$ cat config.mk
export PLATFORM = sky130hd
export DESIGN_NAME = spi_slave_ctrl_fsm
export DESIGN_NICKNAME = d
export VERILOG_FILES = /design/src/rtl/spi_slave_ctrl_fsm.sv
export SDC_FILE = /design/constraint.sdc
export NUM_CORES = 1
export LEC_CHECK = 0
export BUFFER_PORTS_ARGS = -buffer_cell sky130_fd_sc_hd__buf_2
export CAP_MARGIN = 30
export CORE_ASPECT_RATIO = 1.5
export CORE_UTILIZATION = 55
export DETAILED_ROUTE_END_ITERATION = 8
export PLACE_DENSITY = 0.93
export SYNTH_ARGS = -nofsm -noshare
export SYNTH_HDL_FRONTEND = slang
export SYNTH_SLANG_ARGS = --single-unit
$ cat constraint.sdc
create_clock -name sclk -period 4.66 [get_ports sclk]
set_clock_uncertainty 0.2 [all_clocks]
set_input_delay 0.699 -clock sclk [delete_from_list [all_inputs] [get_ports sclk]]
set_output_delay 0.699 -clock sclk [all_outputs]
set_load 0.02 [all_outputs]
$ cat src/rtl/spi_slave_ctrl_fsm.sv
// rtl/spi_slave_ctrl_fsm.sv - SPI slave protocol sequencer (command, address, dummy, data phases)
module spi_slave_ctrl_fsm #(
    parameter logic [7:0] DUMMY_RST = 8'd32,
    parameter logic [7:0] REG0_RST  = 8'h00
) (
    input  logic        sclk,
    input  logic        rst,
    input  logic        cs,
    input  logic [31:0] rx_data,
    input  logic        rx_valid,
    output logic [5:0]  rx_counter,
    output logic        rx_counter_upd,
    output logic [31:0] tx_data,
    output logic [5:0]  tx_counter,
    output logic        tx_valid,
    input  logic        tx_done,
    output logic [7:0]  cmd,
    input  logic        get_addr,
    input  logic        get_data,
    input  logic        send_data,
    input  logic        enable_cont,
    input  logic        enable_regs,
    input  logic        wait_dummy,
    input  logic        error,
    input  logic [1:0]  reg_sel,
    output logic [31:0] addr,
    output logic        addr_valid,
    output logic [31:0] wr_data,
    output logic        wr_valid,
    input  logic [31:0] rd_data,
    input  logic        rd_valid,
    output logic        rd_ready,
    output logic [7:0]  reg0,
    output logic [7:0]  reg1
);

    // ST_CMD_DEC is the one-cycle decode step after the command byte lands,
    // giving the combinational decoder a full cycle on the registered cmd.
    typedef enum logic [2:0] {
        ST_CMD      = 3'd0,
        ST_CMD_DEC  = 3'd1,
        ST_ADDR     = 3'd2,
        ST_DUMMY    = 3'd3,
        ST_DATA_RX  = 3'd4,
        ST_DATA_TX  = 3'd5,
        ST_DONE     = 3'd6
    } state_t;

    state_t      r_state;
    state_t      w_state_nxt;

    logic [7:0]  r_cmd;
    logic [31:0] r_addr;
    logic        r_addr_valid;
    logic [31:0] r_wr_data;
    logic        r_wr_valid;
    logic [7:0]  r_reg0;
    logic [7:0]  r_reg1;
    logic [5:0]  r_rx_counter;
    logic        r_rx_counter_upd;
    logic        r_cs_d;
    logic [31:0] r_tx_data;
    logic [5:0]  r_tx_counter;
    logic        r_tx_busy;

    logic [5:0]  w_rx_cnt_nxt;
    logic        w_rx_upd;
    logic [5:0]  w_dummy_cnt;
    logic [7:0]  w_reg_rd;
    logic        w_tx_fire;
    logic        w_rd_pop;
    logic [31:0] w_tx_word;
    logic [5:0]  w_tx_cnt;

    // Dummy bit count minus one; values above 64 clamp to the 6-bit maximum.
    // reg1==64 wraps [5:0] to 0, and 0-1 gives 63 as wanted.
    assign w_dummy_cnt = (r_reg1 > 8'd64) ? 6'd63 : (r_reg1[5:0] - 6'd1);

    assign w_reg_rd = (reg_sel == 2'd0) ? r_reg0 :
                      (reg_sel == 2'd1) ? r_reg1 : 8'h00;

    assign w_tx_word = enable_regs ? {24'h0, w_reg_rd} : rd_data;
    assign w_tx_cnt  = enable_regs ? 6'd7 : 6'd31;

    // Next-state, tx/rd handshake and rx_counter target selection
    always_comb begin
        w_state_nxt  = r_state;
        w_tx_fire    = 1'b0;
        w_rd_pop     = 1'b0;
        w_rx_cnt_nxt = r_rx_counter;
        w_rx_upd     = 1'b0;

        case (r_state)
            ST_CMD: begin
                if (rx_valid) begin
                    w_state_nxt = ST_CMD_DEC;
                end
            end
            ST_CMD_DEC: begin
                if (error) begin
                    w_state_nxt = ST_DONE;
                end else if (get_addr) begin
                    w_state_nxt = ST_ADDR;
                end else if (get_data) begin
                    w_state_nxt = ST_DATA_RX;
                end else if (send_data) begin
                    w_state_nxt = ST_DATA_TX;
                end else begin
                    w_state_nxt = ST_DONE;
                end
            end
            ST_ADDR: begin
                if (rx_valid) begin
                    if (wait_dummy && (r_reg1 != 8'd0)) begin
                        w_state_nxt = ST_DUMMY;
                    end else if (wait_dummy) begin
                        w_state_nxt = ST_DATA_TX;
                    end else if (get_data) begin
                        w_state_nxt = ST_DATA_RX;
                    end else begin
                        w_state_nxt = ST_DATA_TX;
                    end
                end
            end
            ST_DUMMY: begin
                if (rx_valid) begin
                    w_state_nxt = ST_DATA_TX;
                end
            end
            ST_DATA_RX: begin
                if (rx_valid && enable_regs) begin
                    w_state_nxt = ST_DONE;
                end
            end
            ST_DATA_TX: begin
                if (!r_tx_busy) begin
                    if (enable_regs) begin
                        w_tx_fire = 1'b1;
                    end else if (rd_valid) begin
                        w_tx_fire = 1'b1;
                        w_rd_pop  = 1'b1;
                    end
                end else if (tx_done) begin
                    if (enable_regs || !enable_cont) begin
                        w_state_nxt = ST_DONE;
                    end
                end
            end
            ST_DONE: begin
                w_state_nxt = ST_DONE;
            end
            default: begin
                w_state_nxt = ST_CMD;
            end
        endcase

        // Chip-select high overrides everything: back to command phase.
        if (cs) begin
            w_state_nxt = ST_CMD;
            w_tx_fire   = 1'b0;
            w_rd_pop    = 1'b0;
        end

        case (w_state_nxt)
            ST_CMD, ST_CMD_DEC: w_rx_cnt_nxt = 6'd7;
            ST_ADDR:            w_rx_cnt_nxt = 6'd31;
            ST_DUMMY:           w_rx_cnt_nxt = w_dummy_cnt;
            ST_DATA_RX:         w_rx_cnt_nxt = enable_regs ? 6'd7 : 6'd31;
            default:            w_rx_cnt_nxt = r_rx_counter;
        endcase

        // Abort always re-announces the counter once on the cs rising edge;
        // otherwise announce only on a state entry that changes it.
        if (cs) begin
            w_rx_upd = !r_cs_d;
        end else begin
            w_rx_upd = (w_state_nxt != r_state) && (w_rx_cnt_nxt != r_rx_counter);
        end
    end

    // State register
    always_ff @(posedge sclk) begin
        if (rst) begin
            r_state <= ST_CMD;
        end else begin
            r_state <= w_state_nxt;
        end
    end

    // rx unit length register and its update strobe
    always_ff @(posedge sclk) begin
        if (rst) begin
            r_rx_counter     <= 6'd7;
            r_rx_counter_upd <= 1'b0;
            r_cs_d           <= 1'b1;
        end else begin
            r_rx_counter     <= w_rx_cnt_nxt;
            r_rx_counter_upd <= w_rx_upd;
            r_cs_d           <= cs;
        end
    end

    // tx unit bookkeeping: last loaded word/length and in-flight flag
    always_ff @(posedge sclk) begin
        if (rst) begin
            r_tx_data    <= 32'h0;
            r_tx_counter <= 6'd7;
            r_tx_busy    <= 1'b0;
        end else begin
            if (w_tx_fire) begin
                r_tx_data    <= w_tx_word;
                r_tx_counter <= w_tx_cnt;
            end
            if (cs || (r_state != ST_DATA_TX)) begin
                r_tx_busy <= 1'b0;
            end else if (w_tx_fire) begin
                r_tx_busy <= 1'b1;
            end else if (tx_done) begin
                r_tx_busy <= 1'b0;
            end
        end
    end

    // Command, address, memory write word and slave register capture
    always_ff @(posedge sclk) begin
        if (rst) begin
            r_cmd        <= 8'h00;
            r_addr       <= 32'h0;
            r_addr_valid <= 1'b0;
            r_wr_data    <= 32'h0;
            r_wr_valid   <= 1'b0;
            r_reg0       <= REG0_RST;
            r_reg1       <= DUMMY_RST;
        end else begin
            r_addr_valid <= 1'b0;
            r_wr_valid   <= 1'b0;
            if (!cs) begin
                case (r_state)
                    ST_CMD: begin
                        if (rx_valid) begin
                            r_cmd <= rx_data[7:0];
                        end
                    end
                    ST_ADDR: begin
                        if (rx_valid) begin
                            r_addr       <= rx_data;
                            r_addr_valid <= 1'b1;
                        end
                    end
                    ST_DATA_RX: begin
                        if (rx_valid) begin
                            if (enable_regs) begin
                                if (reg_sel == 2'd0) begin
                                    r_reg0 <= rx_data[7:0];
                                end else if (reg_sel == 2'd1) begin
                                    r_reg1 <= rx_data[7:0];
                                end
                            end else begin
                                r_wr_data  <= rx_data;
                                r_wr_valid <= 1'b1;
                                if (enable_cont) begin
                                    r_addr <= r_addr + 32'd4;
                                end
                            end
                        end
                    end
                    ST_DATA_TX: begin
                        if (r_tx_busy && tx_done && !enable_regs && enable_cont) begin
                            r_addr <= r_addr + 32'd4;
                        end
                    end
                    default: begin
                    end
                endcase
            end
        end
    end

    assign rx_counter     = r_rx_counter;
    assign rx_counter_upd = r_rx_counter_upd;
    assign tx_valid       = w_tx_fire;
    assign rd_ready       = w_rd_pop;
    assign tx_data        = w_tx_fire ? w_tx_word : r_tx_data;
    assign tx_counter     = w_tx_fire ? w_tx_cnt  : r_tx_counter;
    assign cmd            = r_cmd;
    assign addr           = r_addr;
    assign addr_valid     = r_addr_valid;
    assign wr_data        = r_wr_data;
    assign wr_valid       = r_wr_valid;
    assign reg0           = r_reg0;
    assign reg1           = r_reg1;

endmodule

==> results.json <==
{
  "dp_slack_ns": 0.9311,
  "p_per_area_nw_per_um2": 341.2,
  "status": "finished clean",
  "yosysSeqAreaShare_pct": 43.36,
  "first_iter_violations": 395,
  "min_path_cells": 1,
  "ant_nets": 0,
  "cpLargestDelayFamily": "buffers and inverters",
  "die_w_um": 90.52,
  "critPathMaxFanout": 31,
  "numCtsBuffers": 17,
  "port-buffer-count": 215,
  "grt_max_degree": 73,
  "final.min_clock_period_ns": 4.188,
  "p_sw_mw": 0.6529,
  "grt_pass1_vias": 6221,
  "timing.hold.ws_ns": 0.2381,
  "final_nets": 1061,
  "synth_top_area_share_pct": 43.36,
  "synth_edf_count": 0,
  "final_cell_count_no_fill": 1142,
  "comb_power_share_pct": 6.4,
  "io-pin-count": 216,
  "fmax_ghz": 0.2388,
  "postRouteWirelength_mm": 19.90,
  "synthTopCellsByArea": "dfxtp_1 43%, nand2_1 5.8%, a21oi_1 5.7%, mux2i_1 5.4%, nor2_1 4.5%",
  "critical_path_depth": 7,
  "clkLatencyLatePin_ns": 0.42,
  "clock_sinks": 140,
  "crit_chain": "nand3b_1, or4_1, buf_4, inv_1, o221ai_1, o21a_1, buf_2",
  "hold_buffers": 0,
  "crit_buf_inv": 3,
  "die-area_um2": 12200,
  "synthArstFlopShare_pct": 0,
  "rsz0062_at_grt": "no",
  "dr.pass1.iters": 5,
  "cts_resized": 0,
  "vdd_ir_drop_max_uv": 251.1,
  "clk_pin_slew_ns": 0.06,
  "drc": 0,
  "drive_gt1_share_pct": 27.82,
  "yosys_warnings": 0,
  "crit_slowest_cell": "dfxtp_1",
  "routed_via_density": 5.891,
  "detailed_place_hpwl_mm": 13.31,
  "ff2ff_path_depth": 10,
  "cellInternalPower_mw": 2.145,
  "p_leak_nw": 3.636,
  "cts_max_level": 4,
  "yosysTopAreaCell": "dfxtp_1",
  "cts_tree": "yes",
  "synth_cells": 794,
  "synth.avg_cell_area_um2": 8.141,
  "worst-setup-path-type": "register to output port",
  "root_buffer": "clkbuf_16",
  "fin_crit_sh_pct": 89.88,
  "wl_per_cell_um": 17.43,
  "diodes": 0,
  "crit_arrival_ns": 3.29,
  "grtUsageTotal_pct": 32.16,
  "ys_types": 61,
  "syn_to_final_growth_pct": 26.89,
  "cts_setup_buffers": 0,
  "initial_core_util_pct": 56.35,
  "drv_cap": 0,
  "post-route-util_pct": 71.50,
  "clock_power_share_pct": 50.1,
  "holdCritPathClass": "register to register",
  "rrSetupSlack_ns": 1.33,
  "synthesis.nets": 875,
  "setup_ws_ns": 0.4716,
  "placedCellCount": 1111,
  "final_cell_mix": "214 x buf_2, 140 x dfxtp_1, 100 x nand2_1, 77 x nor2_1, 74 x a21oi_1",
  "setup_violations": 0,
  "num_rows": 48,
  "required_ns": 3.76,
  "final_common_cell": "buf_2",
  "cp-start-kind": "register",
  "relSlewSlack_pct": 37.36,
  "vias": 6727,
  "hold_violations": 0,
  "gr-total-overflow": 0,
  "tightestPinTransition_ns": 0.9377,
  "swShare_pct": 23.33,
  "max_stage_delay_ns": 0.59,
  "fin_tns_setup_ns": 0,
  "ys.flop_type": "dfxtp_1",
  "drv_slew": 0,
  "grt_pass1_wl_mm": 30.85,
  "coreArea_um2": 11470,
  "ys_ff_latch": 140,
  "syn_area_um2": 6464,
  "pwr-share-seq_pct": 43.5,
  "die_h_um": 134.8,
  "cts_buffer_depth": 2,
  "antenna_found_initial": 0,
  "gp_congestion": 0.8975,
  "cp-end-kind": "output port"
}
## cells in the mapped netlist (all sizes together) (3+ instances only)
master and instances:
or4 5, a22oi 6, o31ai 5, xnor2 3, nor2 80, nor4 3, o22ai 4, a211oi 11
o21ai 36, and3 6, nand3 20, o221ai 9, nor3b 3, buf 6, a21o 3, dfxtp 140
nor2b 41, or2 3, nor3 26, clkbuf 52, inv 22, and2 3, nand2b 12, mux2i 35
or3 7, a21oi 74, a22o 24, nand2 101, a31o 3, a31oi 9, nand4 9, o21a 9
## registers in the layout (all words and copies together), names as in the netlist, 3 cells and up
signal and cells:
wr_data 32, reg0 8, r_state 3, addr 32
r_tx_counter 6, cmd 8, r_tx_data 32, reg1 8
rx_counter 6
## per-stage QoR
stage	area (um^2)	power, mW
after global placement	7589	1.415
after global routing	8202	2.878
after detailed placement	7589	1.417
after CTS	8202	2.809
final	8202	2.798
after floorplan	6464	1.342
## cell families (layout without fill, tap and decap cells)
family | Yosys count | count (layout) | synth area share (%)
multiplexers | 35 | 35 | 5.420
adder cells (fa/ha/maj) | 2 | 2 | 0.3871
XOR/XNOR | 4 | 4 | 0.5421
flip-flops | 140 | 140 | 43.36
buffers and inverters | 80 | 278 | 4.975
AO/OA/AOI/OAI | 207 | 207 | 20.58
AND/OR/NAND/NOR | 326 | 326 | 24.74
## metal layers
metal | track usage, % | vias to the layer above | routed length [um]
li1 | - | 3167 | -
met1 | 33.63 | 3134 | 7369
met2 | 58.21 | 364 | 10360
met3 | 8.277 | 62 | 1382
met4 | 17.92 | 0 | 793
met5 | 0 | - | 0
## power groups by stage
stage | clock network, mW | logic, mW | registers (mW)
2_1_floorplan | 0 | 0.0926 | 1.25
3_3_place_gp | 0 | 0.173 | 1.24
3_5_place_dp | 0 | 0.175 | 1.24
4_1_cts | 1.42 | 0.177 | 1.22
5_1_grt | 1.47 | 0.192 | 1.22
6_report | 1.40 | 0.179 | 1.22
## worst paths after layout
check,to,start
max,tx_data[1],r_state[2]$_SDFF_PP0_
min,r_tx_counter[0]$_SDFF_PP1_,r_tx_counter[0]$_SDFF_PP1_
max reg2reg,rx_counter_upd$_SDFF_PP0_,reg1[0]$_SDFFE_PP0P_
min reg2reg,r_tx_counter[0]$_SDFF_PP1_,r_tx_counter[0]$_SDFF_PP1_
## layout make-up
| class | count | area (um^2) |
|---|---|---|
| clock buffers | 19 | 452.9 |
| clock inverters | 12 | 160.2 |
| fillers | 871 | 3269 |
| inverters | 22 | 82.58 |
| multi-input cells | 574 | 3362 |
| flip-flops and latches | 140 | 2803 |
| well taps | 150 | 187.7 |
| repair buffers | 225 | 1154 |
Power figures use the tool's default switching activity.
